<file path="src/rtl/can_tx_scheduler.sv">
// Multi-mailbox CAN transmit scheduler: lowest-ID arbitration, start/done handshake to the stuffer,
// inter-frame gap. Define CAN_TX_TIMEOUT_EN to add the WAIT_DONE watchdog.
module can_tx_scheduler #(
    parameter int unsigned NUM_MB         = 4,
    parameter int unsigned GAP_CYCLES     = 16,
    parameter int unsigned TIMEOUT_CYCLES = 65535
) (
    input  logic                      clock_i,
    input  logic                      reset_ni,
    input  logic                      wr_en_i,
    input  logic [$clog2(NUM_MB)-1:0] wr_idx_i,
    input  logic [10:0]               wr_id_i,
    input  logic [31:0]               wr_data_i,
    input  logic [NUM_MB-1:0]         abort_i,
    input  logic                      tx_done_i,
    output logic                      tx_start_o,
    output logic [10:0]               tx_msg_id_o,
    output logic [31:0]               tx_data_o,
    output logic [NUM_MB-1:0]         pending_o,
    output logic [NUM_MB-1:0]         complete_o,
    output logic                      wr_err_o,
    output logic                      busy_o,
    output logic                      timeout_o
);
    localparam int unsigned IdxW = $clog2(NUM_MB);
    localparam int unsigned GapW = $clog2(GAP_CYCLES + 1);

    typedef enum logic [2:0] {StIdle, StArb, StStart, StWait, StGap} state_e;

    state_e            state_q, state_d;
    logic [NUM_MB-1:0] pending_q, pending_d;
    logic [NUM_MB-1:0] complete_q, complete_d;
    logic [IdxW-1:0]   win_q, win_d;
    logic [GapW-1:0]   gap_q, gap_d;
    logic [10:0]       tx_id_q, tx_id_d;
    logic [31:0]       tx_data_q, tx_data_d;
    logic              wr_err_q, wr_err_d;
    logic [10:0]       mb_id_q   [NUM_MB];
    logic [31:0]       mb_data_q [NUM_MB];

    logic              in_flight, idx_ok, wr_ok, done_evt, timeout_evt;
    logic [NUM_MB-1:0] eligible;
    logic              best_vld;
    logic [IdxW-1:0]   best_idx;
    logic [10:0]       best_id;

    assign in_flight = (state_q == StStart) || (state_q == StWait);
    assign idx_ok    = {1'b0, wr_idx_i} < (IdxW + 1)'(NUM_MB);
    assign wr_ok     = wr_en_i && idx_ok && !(in_flight && (wr_idx_i == win_q));
    assign wr_err_d  = wr_en_i && !wr_ok;
    assign done_evt  = (state_q == StWait) && tx_done_i;

    // Aborts raised in the arbitration cycle already remove their mailbox from contention.
    always_comb begin
        eligible = pending_q & ~abort_i;
        best_vld = 1'b0;
        best_idx = '0;
        best_id  = '0;
        for (int unsigned k = 0; k < NUM_MB; k++) begin
            if (eligible[k] && (!best_vld || (mb_id_q[k] < best_id))) begin
                best_vld = 1'b1;
                best_idx = IdxW'(k);
                best_id  = mb_id_q[k];
            end
        end
    end

`ifdef CAN_TX_TIMEOUT_EN
    logic [15:0] wd_q, wd_d;

    assign wd_d        = (state_q == StWait) ? wd_q + 16'd1 : 16'd0;
    assign timeout_evt = (state_q == StWait) && !tx_done_i && (wd_q == 16'(TIMEOUT_CYCLES - 1));

    always_ff @(posedge clock_i or negedge reset_ni) begin
        if (!reset_ni) wd_q <= '0;
        else           wd_q <= wd_d;
    end
`else
    assign timeout_evt = 1'b0;
`endif

    always_comb begin
        state_d    = state_q;
        win_d      = win_q;
        gap_d      = gap_q;
        tx_id_d    = tx_id_q;
        tx_data_d  = tx_data_q;
        pending_d  = pending_q;
        complete_d = '0;
        unique case (state_q)
            StIdle: if (|pending_q) state_d = StArb;
            StArb: begin
                if (!best_vld) begin
                    state_d = StIdle;
                end else begin
                    state_d = StStart;
                    win_d   = best_idx;
                    // A same-cycle write to the winner goes out with the new contents.
                    if (wr_ok && (wr_idx_i == best_idx)) begin
                        tx_id_d   = wr_id_i;
                        tx_data_d = wr_data_i;
                    end else begin
                        tx_id_d   = best_id;
                        tx_data_d = mb_data_q[best_idx];
                    end
                end
            end
            StStart: state_d = StWait;
            StWait: begin
                if (done_evt) begin
                    complete_d[win_q] = 1'b1;
                    pending_d[win_q]  = 1'b0;
                    gap_d             = GapW'(GAP_CYCLES - 1);
                    state_d           = StGap;
                end else if (timeout_evt) begin
                    gap_d   = GapW'(GAP_CYCLES - 1);
                    state_d = StGap;
                end
            end
            StGap: begin
                if (gap_q == '0) state_d = StIdle;
                else             gap_d = gap_q - GapW'(1);
            end
            default: state_d = StIdle;
        endcase
        for (int unsigned k = 0; k < NUM_MB; k++) begin
            if (abort_i[k] && !(in_flight && (win_q == IdxW'(k)))) pending_d[k] = 1'b0;
        end
        if (wr_ok) pending_d[wr_idx_i] = 1'b1;
    end

    always_ff @(posedge clock_i or negedge reset_ni) begin
        if (!reset_ni) begin
            state_q    <= StIdle;
            pending_q  <= '0;
            complete_q <= '0;
            win_q      <= '0;
            gap_q      <= '0;
            tx_id_q    <= '0;
            tx_data_q  <= '0;
            wr_err_q   <= 1'b0;
        end else begin
            state_q    <= state_d;
            pending_q  <= pending_d;
            complete_q <= complete_d;
            win_q      <= win_d;
            gap_q      <= gap_d;
            tx_id_q    <= tx_id_d;
            tx_data_q  <= tx_data_d;
            wr_err_q   <= wr_err_d;
        end
    end

    always_ff @(posedge clock_i or negedge reset_ni) begin
        if (!reset_ni) begin
            for (int unsigned k = 0; k < NUM_MB; k++) begin
                mb_id_q[k]   <= '0;
                mb_data_q[k] <= '0;
            end
        end else if (wr_ok) begin
            mb_id_q[wr_idx_i]   <= wr_id_i;
            mb_data_q[wr_idx_i] <= wr_data_i;
        end
    end

    assign tx_start_o  = (state_q == StStart);
    assign busy_o      = (state_q != StIdle);
    assign tx_msg_id_o = tx_id_q;
    assign tx_data_o   = tx_data_q;
    assign pending_o   = pending_q;
    assign complete_o  = complete_q;
    assign wr_err_o    = wr_err_q;
    assign timeout_o   = timeout_evt;
endmodule
</file>
<file path="config.mk">
export PLATFORM = sky130hd
export DESIGN_NAME = can_tx_scheduler
export DESIGN_NICKNAME = d
export VERILOG_FILES = /design/src/rtl/can_tx_scheduler.sv
export SDC_FILE = /design/constraint.sdc
export NUM_CORES = 1
export LEC_CHECK = 0
export BUFFER_PORTS_ARGS = -buffer_cell sky130_fd_sc_hd__buf_2
export CAP_MARGIN = 25
export CORE_ASPECT_RATIO = 0.7
export CORE_MARGIN = 5
export CORE_UTILIZATION = 24
export DETAILED_ROUTE_END_ITERATION = 10
export GPL_TIMING_DRIVEN = 0
export PLACE_DENSITY = 0.5
export SLEW_MARGIN = 20
export SYNTH_ARGS = -nofsm -noshare
export SYNTH_HDL_FRONTEND = slang
export SYNTH_SLANG_ARGS = --single-unit
</file>
<file path="constraint.sdc">
create_clock -name clock_i -period 15.5 [get_ports clock_i]
set_input_delay 1.55 -clock clock_i [delete_from_list [all_inputs] [get_ports clock_i]]
set_output_delay 1.55 -clock clock_i [all_outputs]
set_load 0.005 [all_outputs]
</file>
==> impl_results.md <==
* # DRC at 0
* Post-synth EDFFs at 0
* Final Cycle Share at 0.643
* WP data required at 15970 ps
* Sinks on the clock net at 234
* Post-Synthesis Cells at 1025
* Final wirelength at 34100 um
* Worst skew pair latency at 540 ps
* Core area at 46600 um2
* Max VDD drop at 70.9 uV
* P&R area growth vs syn at 19.6%
* Placed Instance Area at 12700 um2
* Most common cell after layout, fill and taps aside: dfrtp_1
* CTS root buf: clkbuf_16
* Clock tree buffer depth at 3
* Final Net Count at 1247
* Max_slew headroom at 0.487
* Min-delay src: gap_q[0]
* Routed vias at 8372
* Worst Slack Setup Final at 5530 ps
* Initial Util at 0.243
* Initial antenna violation count at 2
* Mapped Nets at 1110
* Worst setup SP type: primary input
* Die H at 192 um
* # rows at 66
* First-pass GRT wire length at 52800 um
* Share of layout cells above drive strength 1 at 0.288
* Via density at 4.67
* Clock-pin slew on the worst setup and hold paths at 60 ps
* Gr usage total at 0.129
* Crit path max-delay cell type: nor3_2
* CTS H-tree depth at 1
* Port buffer count at 105
* Worst endpoint data arrival time at 10440 ps
* RSZ-0062 raised after global routing: no
* PwrDens at 167 nW/um2
* Least-Margin Pin Slew at 769 ps
* Prevailing post-synth register cell: dfrtp_1
* GPL Wtd Cong at 0.806
* Fmax at 100 MHz
* Synth Cell Area at 11300 um2
* Final hold violations at 0
* Global route total overflow at 0
* CTS tree: done
* Die X-Extent at 270 um
* Antenna viol nets, final at 0
* Min Tclk post-route at 9970 ps
* DR iter-0 viols at 518
* Critical-path maximum fanout at 10
* Post-cts hold buffer count at 0
* WL/cell at 19.0 um
* Critical Path Sink Type: register
* Critical Path Start: abort_i[0]
* Final setup vio count at 0
* Max Cap Viol at 0
* Ports at 108
* Critical path type: primary input to register
* Post-cts sizing count at 0
* Die area at 51700 um2
* Pleak at 0.00591 uW
* Final Max Tran Viols at 0
* First-pass DRT Iterations at 6
* Status: completed
* Post-Route Skew at 9.01 ps
* Worst hold path class: register to register
* Synth cell types at 53
* Design area at 13500 um2
* Yosys reg bits at 234
* TritonCTS Buffers at 27
* Post-synth ARST share at 1.00
* HPWL Detailed at 24400 um
* Post-CTS Setup Inserts at 0
* Setup TNS at 0 ps
* Worst slack at placement at 4920 ps
* Seq/Total Area, Yosys at 0.517
* Largest net degree at the start of global routing at 80
* Mapped Avg Cell Area at 11.0 um2
* Crit-path max cell delay at 620 ps
* Worst r2r src: pending_o[0]
* Ys Warns at 0
* Number of global-route vias before repair at 8517
* Most frequent cells in the layout: 234 x dfrtp_1, 171 x mux2_2, 161 x nand2_1
-- synthesized netlist by cell type, drive strengths merged, types with 3 or more instances --
| library cell | n | area [um2] |
|---|---|---|
| o21a | 3 | 22.5 |
| a221o | 44 | 440 |
| a21o | 6 | 45.0 |
| inv | 5 | 18.8 |
| nand3 | 38 | 190 |
| nand2 | 161 | 604 |
| ha | 32 | 400 |
| nand4 | 3 | 18.8 |
| nor2b | 7 | 43.8 |
| nor4 | 3 | 33.8 |
| dfrtp | 234 | 5860 |
| nor2 | 29 | 109 |
| a21oi | 27 | 135 |
| and2 | 45 | 282 |
| and3 | 5 | 31.3 |
| o211ai | 3 | 22.5 |
| a211oi | 4 | 42.5 |
| nor3 | 4 | 25.0 |
| or3 | 5 | 31.3 |
| mux2 | 171 | 1930 |
| nand2b | 3 | 18.8 |
| and4 | 3 | 26.3 |
| buf | 22 | 100 |
| xnor2 | 3 | 26.3 |
| a31oi | 3 | 25.0 |
| clkbuf | 44 | 165 |
| o21ai | 96 | 480 |
-- worst max-delay path: cells and delay by family --
kind | cells | cell delay (ps)
AOI/OAI and AO/OA | 14 | 3310
buffers and inverters | 6 | 2460
adders and majority gates | 3 | 1010
and+or+nand+nor | 8 | 2070
-- report_power, final --
group,leakage (uW),switching (uW),internal [uW]
Combinational,0.00269,388,346
Sequential,0.00281,111,808
Clock,0.000418,256,359
-- state kept, by name (all words and copies together), names as in the netlist --
| name | cells |
|---|---|
| mb_id_q | 44 |
| tx_msg_id_o | 11 |
| pending_o | 4 |
| complete_o | 4 |
| state_q | 3 |
| mb_data_q | 128 |
| tx_data_o | 32 |
| win_q | 2 |
| gap_q | 5 |
| wr_err_o | 1 |
-- area by class of cell --
type	count	area, um2
antenna	1	2.50
buffer	66	265
clock buffer	39	771
clock inverter	8	65.1
fill	4919	33000
inverter	5	18.8
multi-input combinational	720	5180
sequential	234	5860
tap	612	766
timing repair buffer	108	618
-- path summary, 6_finish.rpt --
path,endpoint,slack (ps),depth (start not counted)
setup / recovery,tx_data_o[12],5530,31
hold reg to reg,gap_q[0],490,1
min in group asynchronous,mb_id_q[27],890,1
hold / removal,gap_q[0],490,1
setup reg to reg,tx_data_o[12],6270,30
max in group asynchronous,tx_data_o[20],13230,4
-- metrics by stage --
step,utilization,cells,total power [uW],hold WS (ps)
floorplan,-,1025,1390,462
global placement,0.271,1742,1650,483
detailed placement,0.273,1745,1670,490
CTS,0.291,1792,2300,497
global route,0.291,1793,2430,509
finish,0.291,1793,2270,495
-- cells by family after synthesis --
logic type	after synthesis	synth area share
AOI/OAI and AO/OA	196	0.116
and+or+nand+nor	314	0.131
xor gates and xnor gates	5	0.00387
adders and majority gates	32	0.0354
DFF	234	0.517
muxes	172	0.171
other	1	0.000331
buffers and inverters	71	0.0251
-- metal layers --
layer  routed length [um]  GRT usage  vias up  share of wire
met3                 1520     0.0272       50          0.044
met4                  781     0.0299        2          0.023
met1                17200      0.191     4224           0.50
met5                   13          0        -        0.00038
met2                14600      0.195      162           0.43
li1                     -          -     3934              -
(Power assumes the default switching activity.)
